===== src/rtl/car_alarm_pkg.sv =====
// car_alarm_pkg: shared FSM state type, beep counter width and counter-width helper
package car_alarm_pkg;

    typedef enum logic [2:0] {IDLE, ON, OFF, HOLD, MUTED} state_t;

    localparam int BEEP_CNT_W = 8;

    // Bits needed for a counter running 0..n-1; never narrower than one bit.
    function automatic int cnt_w(input int n);
        return (n <= 2) ? 1 : $clog2(n);
    endfunction

    function automatic int max2(input int a, input int b);
        return (a > b) ? a : b;
    endfunction

endpackage


===== src/rtl/tick_prescaler.sv =====
// tick_prescaler: divides clk into a one-cycle tick every CLK_DIV cycles
//   clk   in  system clock
//   rst_n in  asynchronous active-low reset
//   clr   in  restarts the count at 0 so the next tick is CLK_DIV cycles away
//   tick  out high for the one cycle in which the count equals CLK_DIV-1
module tick_prescaler
    import car_alarm_pkg::*;
#(
    parameter int CLK_DIV = 1000
) (
    input  logic clk,
    input  logic rst_n,
    input  logic clr,
    output logic tick
);

    localparam int W = cnt_w(CLK_DIV);

    if (CLK_DIV < 1) begin : g_bad_div
        $fatal(1, "tick_prescaler: CLK_DIV must be >= 1");
    end

    logic [W-1:0] r_cnt;

    assign tick = (r_cnt == W'(CLK_DIV - 1));

    always_ff @(posedge clk or negedge rst_n) begin
        if (!rst_n)
            r_cnt <= '0;
        else if (clr || tick)
            r_cnt <= '0;
        else
            r_cnt <= r_cnt + 1'b1;
    end

endmodule


===== src/rtl/car_alarm_driver.sv =====
// car_alarm_driver: turns a level alarm request into a timed buzzer pattern plus steady lamp
//   clk       in  system clock
//   rst_n     in  asynchronous active-low reset
//   alarm_req in  alarm level from the warning decode
//   mute      in  driver mute request
//   buzzer    out buzzer drive, high only while a beep is sounding
//   lamp      out warning lamp, high while an alarm is being served
//   busy      out high in any state other than IDLE
//   beep_cnt  out beeps started in the current alarm episode
module car_alarm_driver
    import car_alarm_pkg::*;
#(
    parameter int CLK_DIV        = 1000,
    parameter int BEEP_ON_TICKS  = 2,
    parameter int BEEP_OFF_TICKS = 3,
    parameter int MAX_BEEPS      = 3
) (
    input  logic                  clk,
    input  logic                  rst_n,
    input  logic                  alarm_req,
    input  logic                  mute,
    output logic                  buzzer,
    output logic                  lamp,
    output logic                  busy,
    output logic [BEEP_CNT_W-1:0] beep_cnt
);

    localparam int TW = cnt_w(max2(BEEP_ON_TICKS, BEEP_OFF_TICKS));
    localparam logic [TW-1:0] ON_LIM  = TW'(BEEP_ON_TICKS - 1);
    localparam logic [TW-1:0] OFF_LIM = TW'(BEEP_OFF_TICKS - 1);
    localparam logic [BEEP_CNT_W-1:0] MAX_B = BEEP_CNT_W'(MAX_BEEPS);

    if (CLK_DIV < 1 || BEEP_ON_TICKS < 1 || BEEP_OFF_TICKS < 1 ||
        MAX_BEEPS < 0 || MAX_BEEPS > 255) begin : g_bad_param
        $fatal(1, "car_alarm_driver: illegal parameter value");
    end

    state_t                r_state;
    state_t                w_next;
    logic                  w_entry;
    logic                  w_tick;
    logic                  w_done;
    logic [TW-1:0]         r_tick_cnt;
    logic [BEEP_CNT_W-1:0] r_beep_cnt;

    // Any state change restarts the prescaler and tick counter so each phase is tick-aligned.
    assign w_entry = (w_next != r_state);

    tick_prescaler #(.CLK_DIV(CLK_DIV)) u_prescaler (
        .clk   (clk),
        .rst_n (rst_n),
        .clr   (w_entry),
        .tick  (w_tick)
    );

    always_ff @(posedge clk or negedge rst_n) begin
        if (!rst_n)
            r_state <= IDLE;
        else
            r_state <= w_next;
    end

    // Priority: request drop, then mute, then phase expiry.
    always_comb begin
        w_next = r_state;
        w_done = w_tick && (r_tick_cnt == ((r_state == ON) ? ON_LIM : OFF_LIM));
        case (r_state)
            IDLE:    w_next = alarm_req ? ON : IDLE;
            ON:      w_next = !alarm_req ? IDLE :
                              mute       ? MUTED :
                              !w_done    ? ON :
                              (MAX_BEEPS != 0 && r_beep_cnt == MAX_B) ? HOLD : OFF;
            OFF:     w_next = !alarm_req ? IDLE :
                              mute       ? MUTED :
                              w_done     ? ON : OFF;
            default: w_next = alarm_req ? r_state : IDLE;
        endcase
    end

    always_ff @(posedge clk or negedge rst_n) begin
        if (!rst_n)
            r_tick_cnt <= '0;
        else if (w_entry)
            r_tick_cnt <= '0;
        else if (w_tick)
            r_tick_cnt <= r_tick_cnt + 1'b1;
    end

    // Counts beeps as they start; saturates so unlimited mode never wraps to 0.
    always_ff @(posedge clk or negedge rst_n) begin
        if (!rst_n)
            r_beep_cnt <= '0;
        else if (w_next == IDLE)
            r_beep_cnt <= '0;
        else if (w_next == ON && r_state == IDLE)
            r_beep_cnt <= BEEP_CNT_W'(1);
        else if (w_next == ON && r_state == OFF && r_beep_cnt != '1)
            r_beep_cnt <= r_beep_cnt + 1'b1;
    end

    assign buzzer   = (r_state == ON);
    assign lamp     = (r_state != IDLE);
    assign busy     = (r_state != IDLE);
    assign beep_cnt = r_beep_cnt;

endmodule


===== config.mk =====
export PLATFORM = sky130hd
export DESIGN_NAME = car_alarm_driver
export DESIGN_NICKNAME = d
export VERILOG_FILES = /design/src/rtl/car_alarm_pkg.sv /design/src/rtl/tick_prescaler.sv /design/src/rtl/car_alarm_driver.sv
export SDC_FILE = /design/constraint.sdc
export NUM_CORES = 1
export LEC_CHECK = 0
export CORE_UTILIZATION = 50
export CTS_CLUSTER_SIZE = 20
export DETAILED_ROUTE_END_ITERATION = 10
export GPL_TIMING_DRIVEN = 0
export HOLD_SLACK_MARGIN = 0.05
export PLACE_DENSITY_LB_ADDON = 0.25
export SETUP_SLACK_MARGIN = 0.02
export SLEW_MARGIN = 5
export SYNTH_ARGS = -nofsm -noshare
export SYNTH_HDL_FRONTEND = slang
export SYNTH_SLANG_ARGS = --single-unit

===== constraint.sdc =====
create_clock -name clk -period 1.9 [get_ports clk]
set_input_delay 0.38 -clock clk [delete_from_list [all_inputs] [get_ports clk]]
set_output_delay 0.38 -clock clk [all_outputs]
set_load 0.05 [all_outputs]

==> summary.md <==
| Metric | Value |
|---|---|
| Status | `finished, violations left` |
| Failing checks | `setup timing` |
| Fin Setup TNS | `-2.80 ns` |
| Critical Path RT | `between 2 and 2.5 ns` |
| Vias per Instance | `5.98` |
| Slew Limit Fails | `0` |
| Non-Filler Instances | `213` |
| CTS tree | `built` |
| CTS Buf Count | `3` |
| Endpoint class of the critical path | `flop` |
| First-pass GRT wire length | `~5.3 mm` |
| Routability cong. | `0.802` |
| Placement Setup Slack | `-0.518 ns` |
| P&R area growth vs syn | `32.4%` |
| Ys Warns | `0` |
| IO Pins | `15` |
| Row count | `18` |
| Largest stage delay on the critical path | `0.49 ns` |
| Cell Area, Synth | `1410 sq um` |
| Clk_lat worst skew | `0.32 ns` |
| Syn nets | `154` |
| Initial Util | `54.8%` |
| Placeable Area | `2570 sq um` |
| Vias in the first global route | `1,203` |
| Setup violations, final | `21` |
| All-layer global routing usage | `25.3%` |
| Final ANT Viol Nets | `0` |
| Detailed Place HPWL | `2.17 mm` |
| Fin. Hold Viols | `0` |
| RSZ-0062 raised after global routing | `yes` |
| CTS sink cnt | `23` |
| Starting DRT DRC Count | `34` |
| Clock period minus worst slack | `2.11 ns` |
| Clk buf depth | `2` |
| Register area share after synthesis | `40.9%` |
| Worst R2R Setup Slack | `-0.21 ns` |
| Largest net degree at the start of global routing | `24` |
| Final Cycle Share | `111%` |
| Avg WL per Cell | `between 15 and 20 um` |
| Final worst slack | `-0.211 ns` |
| Yosys cell types | `39` |
| N_diodes | `0` |
| Worst min path class | `in -> reg` |
| Placed insts | `191` |
| Critical path cell sequence | `ha_4 -> and2_1 -> and3_2 -> o22ai_4 -> o21ai_2 -> or4_4 -> a21oi_2` |
| Drt pass-1 iters | `4` |
| Grt total ovfl | `0` |
| Total power | `0.00115 W` |
| Slew at the pin closest to its max-slew limit | `1.04 ns` |
| Slowest stage cell, crit path | `or4_4` |
| Clock skew | `0.00773 ns` |
| Synth Register Bits | `23` |
| Setup crit start kind | `flop` |
| Root Buffer | `clkbuf_4` |
| Die X | `55.0 um` |
| Leak Pwr | `roughly 0.8 nW` |
| Worst slew margin | `between 30% and 40%` |
| H-tree depth | `1` |
| DR vias | `roughly 1,300` |
| WL final | `about 3.5 mm` |
| Fill count | `184` |
| IO Port Bufs | `13` |
| Avg Inst Size Synth | `9.50 sq um` |
| Area of the die | `a little over 3000 sq um` |
| CP Data Arrival Time | `2.36 ns` |
| FMAX | `474 MHz` |
| Clock slew at reported path FFs | `0.13 ns` |
| Pwr per Cell Area | `620 nW/um^2` |
| Share of cells above drive strength 1 | `roughly 36%` |
| Nets | `190` |
| Post-Synthesis Cells | `around 150` |
| DRC viols | `0` |
| Crit path max fanout | `5` |
| Die height | `55.0 um` |
| Initial antenna violation count | `0` |
| Critical path start-end classification | `reg -> reg` |
| Peak VDD IR | `0.454 mV` |
| Max cap viols | `0` |
| Core Util, Final | `72.5%` |
==> per-stage QoR <==
step	hold WS [ns]	cell area, sq um
2_1_floorplan	0.0844	1450
3_3_place_gp	0.442	1610
3_5_place_dp	0.459	1610
4_1_cts	0.447	1770
5_1_grt	0.430	1860
6_report	0.451	1860
==> critical path, delay by kind of cell (launching register included) <==
kind	cells	cell delay, ns
simple gates	3	0.94
compound gates	3	0.48
flops	1	0.44
fa+ha+maj	1	0.18
==> what timing repair did <==
| action | CTS | global route |
|---|---|---|
| pin swaps | 14 | 8 |
| setup buffers | 11 | 7 |
| resized for setup | 40 | 9 |
| hold buffers | 0 | 0 |
| endpoints found under the setup margin | 31 | 23 |
| endpoints found under the hold margin | 0 | 0 |
==> synth_stat cells <==
master	number	area [sq um]
a211oi_4	1	20.0
a21boi_0	3	22.5
a21oi_1	6	30.0
a22oi_1	1	7.51
a41oi_1	1	8.76
and2_1	3	18.8
and2b_2	1	8.76
and3_1	4	25.0
and3_2	1	7.51
and4_2	1	10.0
and4b_2	1	11.3
buf_4	1	7.51
buf_6	1	11.3
bufbuf_16	1	32.5
dfrtp_1	23	576
ha_1	2	25.0
inv_1	5	18.8
nand2_1	13	48.8
nand2b_1	2	12.5
nand3_1	6	30.0
nand4_1	6	37.5
nand4_4	1	21.3
nor2_1	19	71.3
nor3b_1	1	7.51
nor3b_4	1	18.8
nor4_1	1	6.26
o211ai_1	4	30.0
o21ai_0	7	35.0
o21ai_2	1	8.76
o21bai_1	1	7.51
o22ai_1	2	12.5
o31ai_1	4	30.0
or2_2	2	12.5
or3_1	3	18.8
or3b_2	1	8.76
or3b_4	1	11.3
or4_1	3	22.5
xnor2_1	6	52.6
xor2_1	7	61.3
==> metal layers <==
layer  track usage, %  up-vias  wire, um
met5                0        -         0
met4             16.3        0        94
met3             4.92       11       141
met2             40.2       34      1730
met1             31.1      618      1560
li1                 -      610         -
==> sequential cells by signal, indices dropped and copies added, names as in the netlist <==
| signal | cells |
|---|---|
| beep_cnt | 8 |
| r_state | 3 |
| u_prescaler.r_cnt | 10 |
| r_tick_cnt | 2 |
==> area by class of cell <==
class | count | area (sq um) | area share [%]
Buffer | 3 | 51.3 | 2.76
Clock inverter | 1 | 5.00 | 0.269
Inverter | 5 | 18.8 | 1.01
Tap cell | 30 | 37.5 | 2.02
Sequential cell | 23 | 587 | 31.5
Clock buffer | 3 | 22.5 | 1.21
Timing Repair Buffer | 31 | 264 | 14.2
Multi-Input combinational cell | 117 | 876 | 47.0
==> final timing paths <==
kind,startpoint,end,cells past startpoint
max,u_prescaler.r_cnt[0],beep_cnt[6],7
min,alarm_req,r_state[1],2
max reg2reg,u_prescaler.r_cnt[0],beep_cnt[6],7
min reg2reg,u_prescaler.r_cnt[9],u_prescaler.r_cnt[9],2
max in group asynchronous,rst_n,beep_cnt[4],1
min in group asynchronous,rst_n,r_state[1],1
==> kinds of logic (layout without fill, tap and decap cells) <==
group                      after synthesis  count (layout)  share of synthesized area, %
and+or+nand+nor                         71              71                          29.1
DFF                                     23              23                          40.9
AOI/OAI and AO/OA                       31              31                          15.1
buffers and inverters                    8              43                          4.98
adders and majority gates                2               2                          1.78
xor gates and xnor gates                13              13                          8.10
==> report_power, final <==
group / internal [W] / switching (W)
sequential: 0.000516 / 0.0000298
clock: 0.0000789 / 0.000155
combinational: 0.000156 / 0.000219
==> cell usage in the layout (no fill, tap or decap), types with 2 or more instances in the layout <==
| cell | netlist | final |
|---|---|---|
| nand2_1 | 13 | 13 |
| dfrtp_2 | 0 | 9 |
| or4_1 | 3 | 2 |
| o31ai_1 | 4 | 2 |
| nand3_2 | 0 | 3 |
| dlygate4sd2_1 | 0 | 10 |
| o31ai_2 | 0 | 2 |
| a21boi_0 | 3 | 3 |
| dfrtp_1 | 23 | 14 |
| or2_4 | 0 | 2 |
| and2_1 | 3 | 3 |
| o21ai_1 | 0 | 2 |
| a21oi_1 | 6 | 3 |
| xnor2_1 | 6 | 6 |
| or3b_4 | 1 | 2 |
| a21oi_2 | 0 | 3 |
| o211ai_1 | 4 | 4 |
| and3_1 | 4 | 4 |
| or3_1 | 3 | 2 |
| ha_4 | 0 | 2 |
| buf_4 | 1 | 15 |
| xor2_1 | 7 | 7 |
| nand4_1 | 6 | 6 |
| nand2b_1 | 2 | 2 |
| buf_6 | 1 | 6 |
| o21ai_2 | 1 | 2 |
| nand3_1 | 6 | 3 |
| nor2_1 | 19 | 18 |
| clkbuf_4 | 0 | 3 |
| inv_1 | 5 | 5 |
| o21ai_0 | 7 | 4 |
Note: power is estimated with default switching activity, not from simulation.
